$ cat src/rtl/barrel_shifter_pipe_if.sv
// Beat handshake bundle for barrel_shifter_pipe: the upstream valid/ready with
// its operand fields, and the downstream valid/ready with the result and tag.
interface barrel_shifter_pipe_if #(
   parameter int DATA_WIDTH = 32,
   parameter int TAG_WIDTH  = 4
);
   localparam int SHIFT_W = $clog2(DATA_WIDTH);

   logic                  in_valid;
   logic                  in_ready;
   logic [DATA_WIDTH-1:0] data_in;
   logic [SHIFT_W-1:0]    shift_number_in;
   logic [1:0]            mode_in;
   logic [TAG_WIDTH-1:0]  tag_in;
   logic                  out_valid;
   logic                  out_ready;
   logic [DATA_WIDTH-1:0] data_after_shift_out;
   logic [TAG_WIDTH-1:0]  tag_out;

   modport master (
      output in_valid, data_in, shift_number_in, mode_in, tag_in, out_ready,
      input  in_ready, out_valid, data_after_shift_out, tag_out
   );

   modport slave (
      input  in_valid, data_in, shift_number_in, mode_in, tag_in, out_ready,
      output in_ready, out_valid, data_after_shift_out, tag_out
   );
endinterface

$ cat src/rtl/barrel_shifter_pipe.sv
// Pipelined log barrel shifter (ROTL/ROTR/SHL/SHR) with a register stage every
// REG_EVERY levels, tag sideband and valid/ready flow control with bubble collapse.
module barrel_shifter_pipe #(
   parameter int DATA_WIDTH = 32,
   parameter int REG_EVERY  = 2,
   parameter int TAG_WIDTH  = 4
) (
   input logic                  clk_in,
   input logic                  reset_in,
   barrel_shifter_pipe_if.slave bus
);
   localparam int SHIFT_W = $clog2(DATA_WIDTH);
   localparam int LEVELS  = SHIFT_W;
   localparam int STAGES  = (LEVELS + REG_EVERY - 1) / REG_EVERY;

   localparam logic [1:0] MODE_ROTL = 2'b00;
   localparam logic [1:0] MODE_ROTR = 2'b01;
   localparam logic [1:0] MODE_SHL  = 2'b10;

   // One log-shifter level: move the operand by 2^k in the direction the mode asks.
   function automatic logic [DATA_WIDTH-1:0] shift_level(
      input logic [DATA_WIDTH-1:0] d,
      input logic [1:0]            mode,
      input int                    k
   );
      int off;
      off = 1 << k;
      case (mode)
         MODE_ROTL: shift_level = (d << off) | (d >> (DATA_WIDTH - off));
         MODE_ROTR: shift_level = (d >> off) | (d << (DATA_WIDTH - off));
         MODE_SHL:  shift_level = d << off;
         default:   shift_level = d >> off;
      endcase
   endfunction

   logic [STAGES-1:0]     r_vld;
   logic [DATA_WIDTH-1:0] r_data [STAGES];
   logic [SHIFT_W-1:0]    r_amt  [STAGES];
   logic [1:0]            r_mode [STAGES];
   logic [TAG_WIDTH-1:0]  r_tag  [STAGES];

   logic [STAGES-1:0]     w_src_vld;
   logic [DATA_WIDTH-1:0] w_src_data [STAGES];
   logic [SHIFT_W-1:0]    w_src_amt  [STAGES];
   logic [1:0]            w_src_mode [STAGES];
   logic [TAG_WIDTH-1:0]  w_src_tag  [STAGES];
   logic [DATA_WIDTH-1:0] w_shifted  [STAGES];
   logic [STAGES-1:0]     w_adv;

   for (genvar s = 0; s < STAGES; s++) begin : g_stage
      localparam int LO = s * REG_EVERY;
      localparam int HI = ((s + 1) * REG_EVERY < LEVELS) ? (s + 1) * REG_EVERY : LEVELS;

      logic [DATA_WIDTH-1:0] w_acc;

      if (s == 0) begin : g_head
         assign w_src_vld[0]  = bus.in_valid;
         assign w_src_data[0] = bus.data_in;
         assign w_src_amt[0]  = bus.shift_number_in;
         assign w_src_mode[0] = bus.mode_in;
         assign w_src_tag[0]  = bus.tag_in;
      end else begin : g_body
         assign w_src_vld[s]  = r_vld[s-1];
         assign w_src_data[s] = r_data[s-1];
         assign w_src_amt[s]  = r_amt[s-1];
         assign w_src_mode[s] = r_mode[s-1];
         assign w_src_tag[s]  = r_tag[s-1];
      end

      always_comb begin
         w_acc = w_src_data[s];
         for (int k = LO; k < HI; k++) begin
            if (w_src_amt[s][k]) w_acc = shift_level(w_acc, w_src_mode[s], k);
         end
      end

      assign w_shifted[s] = w_acc;
   end

   // A stage may move whenever the sink takes a beat or any stage at or below it holds a bubble.
   always_comb begin
      w_adv = '0;
      for (int s = 0; s < STAGES; s++) begin
         w_adv[s] = bus.out_ready;
         for (int j = s; j < STAGES; j++) begin
            if (!r_vld[j]) w_adv[s] = 1'b1;
         end
      end
   end

   always_ff @(posedge clk_in or posedge reset_in) begin
      if (reset_in) begin
         r_vld <= '0;
         for (int s = 0; s < STAGES; s++) begin
            r_data[s] <= '0;
            r_amt[s]  <= '0;
            r_mode[s] <= '0;
            r_tag[s]  <= '0;
         end
      end else begin
         for (int s = 0; s < STAGES; s++) begin
            if (w_adv[s]) begin
               r_vld[s]  <= w_src_vld[s];
               r_data[s] <= w_shifted[s];
               r_amt[s]  <= w_src_amt[s];
               r_mode[s] <= w_src_mode[s];
               r_tag[s]  <= w_src_tag[s];
            end
         end
      end
   end

   assign bus.in_ready             = w_adv[0] & ~reset_in;
   assign bus.out_valid            = r_vld[STAGES-1];
   assign bus.data_after_shift_out = r_data[STAGES-1];
   assign bus.tag_out              = r_tag[STAGES-1];
endmodule

$ cat src/flat_wrapper.sv
// flat-port wrapper written by rule: the top's interface ports become plain ports
module barrel_shifter_pipe_flat 
#(
   parameter int DATA_WIDTH = 32,
   parameter int REG_EVERY  = 2,
   parameter int TAG_WIDTH  = 4
)
  (clk_in, reset_in, bus_in_valid, bus_data_in, bus_shift_number_in, bus_mode_in, bus_tag_in, bus_out_ready, bus_in_ready, bus_out_valid, bus_data_after_shift_out, bus_tag_out);
  barrel_shifter_pipe_if #(.DATA_WIDTH(DATA_WIDTH), .TAG_WIDTH(TAG_WIDTH)) bus_i ();
  input logic clk_in;
  input logic reset_in;
  input wire logic [$bits(bus_i.in_valid)-1:0] bus_in_valid;
  input wire logic [$bits(bus_i.data_in)-1:0] bus_data_in;
  input wire logic [$bits(bus_i.shift_number_in)-1:0] bus_shift_number_in;
  input wire logic [$bits(bus_i.mode_in)-1:0] bus_mode_in;
  input wire logic [$bits(bus_i.tag_in)-1:0] bus_tag_in;
  input wire logic [$bits(bus_i.out_ready)-1:0] bus_out_ready;
  output wire logic [$bits(bus_i.in_ready)-1:0] bus_in_ready;
  output wire logic [$bits(bus_i.out_valid)-1:0] bus_out_valid;
  output wire logic [$bits(bus_i.data_after_shift_out)-1:0] bus_data_after_shift_out;
  output wire logic [$bits(bus_i.tag_out)-1:0] bus_tag_out;
  assign bus_i.in_valid = bus_in_valid;
  assign bus_i.data_in = bus_data_in;
  assign bus_i.shift_number_in = bus_shift_number_in;
  assign bus_i.mode_in = bus_mode_in;
  assign bus_i.tag_in = bus_tag_in;
  assign bus_i.out_ready = bus_out_ready;
  assign bus_in_ready = bus_i.in_ready;
  assign bus_out_valid = bus_i.out_valid;
  assign bus_data_after_shift_out = bus_i.data_after_shift_out;
  assign bus_tag_out = bus_i.tag_out;
  barrel_shifter_pipe #(.DATA_WIDTH(DATA_WIDTH), .REG_EVERY(REG_EVERY), .TAG_WIDTH(TAG_WIDTH)) u_core (.clk_in(clk_in), .reset_in(reset_in), .bus(bus_i));
endmodule
$ cat config.mk
export PLATFORM = sky130hd
export DESIGN_NAME = barrel_shifter_pipe_flat
export DESIGN_NICKNAME = d
export VERILOG_FILES = /design/src/rtl/barrel_shifter_pipe_if.sv /design/src/rtl/barrel_shifter_pipe.sv /design/src/flat_wrapper.sv
export SDC_FILE = /design/constraint.sdc
export NUM_CORES = 1
export LEC_CHECK = 0
export BUFFER_PORTS_ARGS = -buffer_cell sky130_fd_sc_hd__buf_2
export CAP_MARGIN = 0
export CORE_MARGIN = 2
export CORE_UTILIZATION = 47
export DETAILED_ROUTE_END_ITERATION = 12
export PLACE_DENSITY = 0.67
export SLEW_MARGIN = 20
export SYNTH_ARGS = -nofsm -noshare
export SYNTH_HDL_FRONTEND = slang
export SYNTH_SLANG_ARGS = --single-unit
export TNS_END_PERCENT = 10
$ cat constraint.sdc
create_clock -name clk_in -period 4.4 [get_ports clk_in]
set_input_delay 0.88 -clock clk_in [delete_from_list [all_inputs] [get_ports clk_in]]
set_output_delay 0.88 -clock clk_in [all_outputs]
set_load 0.01 [all_outputs]
==> results.txt, run 1 <==
Final min period: 2.86 ns
Drt via density: 6.19
Pint: 0.00285 W
Post-Synth Adder-Cell Area: 0%
Buf+Inv Stages, Crit Path: 2
Vias: 6899
Post-synthesis sequential area ratio: 35.2%
Worst setup EP type: output port
CP most frequent cell: buf_2
Startpoint types: primary input
Reg2reg setup slack: 1.98 ns
Post-CTS sizing: 0
HPWL Detailed: 14600 um
Final WL: 21400 um
GRT busiest layer: met2
CP max stage delay: 0.51 ns
Gr usage total: 22.9%
Leak: 3.86 nW
Number of antenna diodes: 0
NetSw: 0.00135 W
First-pass GRT wire length: 35600 um
Synth Net Count: 927
Die H: 138 um
Reg2reg path depth: 4
Area delta synth->final: 8.92%
Post-CTS setup buffers: 0
Post-layout power: 0.00420 W
Max-slew headroom at the worst pin: 47.1%
Cts bufs inserted: 17
R2r startpoint: u_core.r_mode[4]
Most common cell after layout, fill and taps aside: dfrtp_1
Final period utilization: 65.1%
Met3 GRT Util: 5.06%
Cell area after placement: 8560 sq um
Yosys warns: 0
Simple-gate share of the synthesized area: 13.0%
Number of max-cap violations: 0
Status: finished, final reports clean
M1 GR Usage: 33.2%
Reg power frac: 39.0%
Synth Area in Compound Gates: 22.1%
Crit path DAT: 1.98 ns
CP max-delay cell: and2_4
Buffers on Ports: 84
Syn avg cell area: 9.61 sq um
Worst flop-to-flop path endpoint: u_core.r_data[49]
Start point of the critical path: bus_out_ready
CTS tree: built
Clock buffer depth: 2
Hold crit path type: reg2reg
Root buffer cell: clkbuf_16
Fraction of final layout cells sized beyond drive strength 1: 23.2%
CP max FO: 46
Nets: 920
Iter 0 DRT Violations: 431
Clk_skew: 0.0102 ns
TNS Setup: 0 ns
Post-CTS Hold Buffers: 0
Clock power frac: 35.7%
Synth Area in XOR/XNOR: 0%
Row count: 49
Max VDD drop: 292 uV
Critical Path RT: 3.52 ns
Post-synthesis mux area share: 20.8%
Synth area leader: dfrtp_1
IO Pins: 85
Yosys cell types: 44
Largest net degree at the start of global routing: 93
Core Region: 17800 sq um
Crit path to: bus_in_ready
Total gr overflow: 0
Pwr Density: 456 nW/um^2
Full die area: 19100 sq um
Largest family of logic cells by synthesized area: compound AO/OA/AOI/OAI gates
Sw Share: 32.2%
Least-Margin Pin Slew: 0.793 ns
Final Slew Violations: 0
Worst-path cell chain: buf_2 -> and3b_2 -> and2_4 -> nor2_1 -> buf_2
Starting Density: 47.6%
Post-Syn Instances: 880
Drc violations: 0
Final hold vios: 0
RSZ-0062 raised after global routing: no
Register bit count reported by yosys: 119
Final setup violation count: 0
Antenna violations before repair: 0
Inst Count DP: 1083
Commonest cells after routing, fill and taps aside: 117 x dfrtp_1, 97 x nand2_1, 83 x buf_2
Dominant cells by area after synthesis: dfrtp_1 35%, mux2i_1 9.2%, mux4_2 8.8%, nand2_1 4.3%, o21ai_0 4.3%
Vias in the first global route: 6383
Final Cell Area: 9210 sq um
Top cell type's share of synthesized area: 35.2%
Worst setup path class: in2out
Die Wd: 138 um
Routed Antenna Nets: 0
TritonRoute pass-1 iters: 6
Logic gate share of total power: 25.3%
H-tree levels: 4
WL per Instance: 19.2 um
Fin cells: 1114
Clk_lat worst skew: 0.42 ns
Peak Freq: 349 MHz
Fin util: 51.8%
Met2 Usage GRT: 34.0%
Clock Sinks: 119
Total stage count of the critical path: 5
Clk pin slew, worst setup/hold paths: 0.05 ns
Placer Congestion: 0.846
Critical path's top delay family: simple AND/OR/NAND/NOR gates
Cell Area, Synth: 8460 sq um
-- state kept, by name (all words and copies together), names as in the netlist --
signal,flops
u_core.r_data,64
u_core.r_tag,8
u_core.r_vld,3
u_core.r_amt,4
u_core.bus.tag_out,4
u_core.r_mode,4
u_core.bus.data_after_shift_out,32
-- metrics by stage --
step	setup WS [ns]	hold WS [ns]
after floorplan	0.363	0.431
after global placement	1.52	0.446
after detailed placement	1.55	0.459
after CTS	1.54	0.471
after global routing	1.47	0.488
final	1.54	0.468
-- power by group through the flow --
stage	Combinational (W)	Clock, W	Sequential (W)
3_5_place_dp	0.00107	0	0.00165
5_1_grt	0.00118	0.00156	0.00167
4_1_cts	0.00107	0.00152	0.00163
6_report	0.00106	0.00150	0.00164
3_3_place_gp	0.00105	0	0.00164
2_1_floorplan	0.000976	0	0.00150
-- how the worst min path moves through the flow --
stage | cells after the start | endpoint | from
6_report | 1 | u_core.r_vld[1] | u_core.r_vld[0]
5_1_grt | 1 | u_core.r_vld[1] | u_core.r_vld[0]
4_1_cts | 1 | u_core.r_vld[1] | u_core.r_vld[0]
3_5_place_dp | 1 | u_core.r_vld[1] | u_core.r_vld[0]
3_3_place_gp | 1 | u_core.r_vld[2] | u_core.r_vld[1]
2_1_floorplan | 1 | u_core.r_vld[2] | u_core.r_vld[1]
-- layout make-up --
cell class / instances / area (sq um)
Fill cell: 1640 / 8570
Clock buffer: 23 / 498
Tap cell: 229 / 287
Multi-Input combinational cell: 630 / 4730
Timing Repair Buffer: 100 / 547
Sequential cell: 119 / 2980
Inverter: 5 / 21.3
Clock inverter: 8 / 143
-- Yosys cell counts (all sizes together) --
master	number
a2111oi	27
a211o	1
a211oi	13
a21boi	1
a21oi	42
a221o	30
a221oi	6
a22oi	14
a311o	1
a31oi	19
a32oi	8
and2	1
and2b	1
and3b	1
buf	89
clkbuf	37
dfrtp	119
inv	5
mux2	21
mux2i	78
mux4	33
nand2	97
nand2b	18
nand3	13
nand3b	7
nor2	51
nor2b	37
nor3	1
nor3b	3
o211ai	16
o21ai	73
o21bai	1
o221ai	2
o22ai	8
o31ai	2
or2	4
-- metal layers --
metal	up-vias	part of all wire, %
li1	3260	-
met1	3336	45
met2	272	46
met3	31	7.1
met4	0	1.8
met5	-	0
-- cells by family (layout without fill, tap and decap cells) --
family                 Yosys count  count (layout)
AOI/OAI and AO/OA              264             264
and+or+nand+nor                234             234
muxes                          132             132
buffers and inverters          131             136
DFF                            119             119
Power figures use the tool's default switching activity.
==> run 2: changes to the inputs <==
- clock period: 4.4 -> 2.9 ns (I/O delays scaled with it)
==> run 2 against run 1 <==
Compared with the run above: hold slack got worse by 0.25 ns; global-route usage fell by 0.10 points; combinational power rose by 54%; sequential power rose by 52%; power rose by 50%; sequential share of layout area fell by 0.22 points; clock power rose by 44%; worst setup slack got worse by 0.72 ns.
==> results.txt, run 2 (same netlist as run 1, synthesis figures left out) <==
Routed Antenna Nets: 0 (unchanged)
Final Slew Violations: 0 (unchanged)
Number of antenna diodes: 0 (unchanged)
FF+latch area: 2980 sq um (unchanged)
Sw Share: 33.3% (+1.1 points)
Max reg flops: 64 (unchanged)
Peak Freq: 480 MHz
Post-CTS sizing: 0 (unchanged)
Clk_lat worst skew: 0.42 ns (about the same)
Vias: 6977 (+1.1%)
TNS Setup: 0 ns (unchanged)
Final hold vios: 0 (unchanged)
Reg2reg path depth: 4 (unchanged)
RSZ-0062 raised after global routing: no
Critical Path RT: 2.32 ns (-1.20 ns)
Final setup violation count: 0 (unchanged)
Post-CTS Hold Buffers: 0 (unchanged)
NetSw: 0.00209 W (+55%)
Commonest cells after routing, fill and taps aside: 117 x dfrtp_1, 97 x nand2_1, 83 x buf_2
Starting Density: 47.6% (unchanged)
CP max stage delay: 0.38 ns (-0.13 ns)
Drt via density: 6.23 (+0.59%)
Max VDD drop: 406 uV (+39%)
Worst-path cell chain: and3b_2 -> and2_4 -> nor2_1 -> buf_2
Worst setup EP type: output port
Vias in the first global route: 6378 (-0.078%)
Full die area: 19100 sq um (unchanged)
Pwr Density: 678 nW/um^2 (+49%)
Total gr overflow: 0 (unchanged)
Post-layout power: 0.00628 W (+50%)
Final WL: 21400 um (-0.15%)
Antenna violations before repair: 0 (unchanged)
Final period utilization: 71.8%
Buffers on Ports: 84 (unchanged)
Iter 0 DRT Violations: 483 (+12%)
Number of max-cap violations: 0 (unchanged)
Biggest register: u_core.r_data
Core Region: 17800 sq um (unchanged)
Crit path DAT: 1.50 ns (-0.48 ns)
CP max FO: 22 (-52%)
CP max-delay cell: dfrtp_1
Status: finished, final reports clean
Die H: 138 um (unchanged)
Placer Congestion: 0.874 (+3.3%)
Clock Sinks: 119 (unchanged)
Reg power frac: 39.7% (+0.7 points)
Clock buffer depth: 2 (unchanged)
Largest net degree at the start of global routing: 65 (-30%)
Die Wd: 138 um (unchanged)
Least-Margin Pin Slew: 1.07 ns (+0.281 ns)
Root buffer cell: clkbuf_16
Hold crit path type: in2async
Start point of the critical path: u_core.r_vld[2]
Leak: 3.88 nW (+0.44%)
Max-slew headroom at the worst pin: 28.3% (-19 points)
Clock power frac: 34.3% (-1.4 points)
Logic gate share of total power: 26.0% (+0.7 points)
TritonRoute pass-1 iters: 5 (-1)
HPWL Detailed: 14600 um (+0.14%)
Row count: 49 (unchanged)
Drc violations: 0 (unchanged)
Cts bufs inserted: 17 (unchanged)
Post-CTS setup buffers: 0 (unchanged)
H-tree levels: 4 (unchanged)
Multi-input logic area: 4730 sq um (about the same)
First-pass GRT wire length: 35300 um (-1.0%)
WL per Instance: 19.1 um (-0.68%)
Nets: 925 (+0.54%)
Fillers: 1629 (-0.67%)
Fraction of final layout cells sized beyond drive strength 1: 23.7% (+0.52 points)
Area delta synth->final: 9.66%
CTS tree: built
Worst setup path class: reg2out
Gr usage total: 22.8% (-0.10 points)
R2r startpoint: u_core.r_amt[12]
Hold slack: 0.216 ns (-0.253 ns)
Final min period: 2.08 ns
Clk_skew: 0.00859 ns (-0.00165 ns)
IO Pins: 85 (unchanged)
Most common cell after layout, fill and taps aside: dfrtp_1
Startpoint types: flip-flop
Pint: 0.00419 W (+47%)
Clk pin slew, worst setup/hold paths: 0.06 ns (about the same)
## run 2: cell type report
class,instances,area share (%)
sequential,119,32.2
tap,229,3.09
multi-input combinational,630,51.0
inverter,5,0.243
clock buffer,20,4.93
timing repair buffer,105,6.94
clock inverter,12,1.62
## run 2: path summary, 6_finish.rpt
check	endpoint	slack, ns
max	bus_in_ready	0.82
min	u_core.r_tag[8]	0.22
max reg2reg	u_core.r_data[50]	0.82
min reg2reg	u_core.r_vld[2]	0.46
max in group asynchronous	u_core.r_data[58]	1.89
min in group clk_in	u_core.r_vld[0]	0.36
## run 2: through the flow
step | worst slack, ns | std cells | utilization (%) | instance area [sq um]
2_1_floorplan | 0.686 | 880 | - | 8460
3_5_place_dp | 0.564 | 1088 | 48.7 | 8670
5_1_grt | 0.631 | 1120 | 52.2 | 9270
3_3_place_gp | 0.584 | 1088 | 48.7 | 8660
6_report | 0.817 | 1120 | 52.2 | 9270
4_1_cts | 0.795 | 1120 | 52.2 | 9270
## run 2: worst max-delay path, delay by kind of cell, from the launching register on
kind	cells	cell delay [ns]
buf+inv	1	0.13
flops	1	0.38
simple gates	3	0.57
## run 2: power by group through the flow
stage	combinational, W	sequential, W	clock [W]
final	0.00163	0.00249	0.00216
after global routing	0.00182	0.00255	0.00226
after CTS	0.00164	0.00248	0.00219
after detailed placement	0.00164	0.00251	0
after global placement	0.00161	0.00249	0
after floorplan	0.00148	0.00228	0
## run 2: layer usage
metal	up-vias	wire length, um	track usage, %
li1	3274	-	-
met1	3337	9420	32.5
met2	311	9540	33.3
met3	55	1720	4.95
met4	0	691	10.4
met5	-	0	0
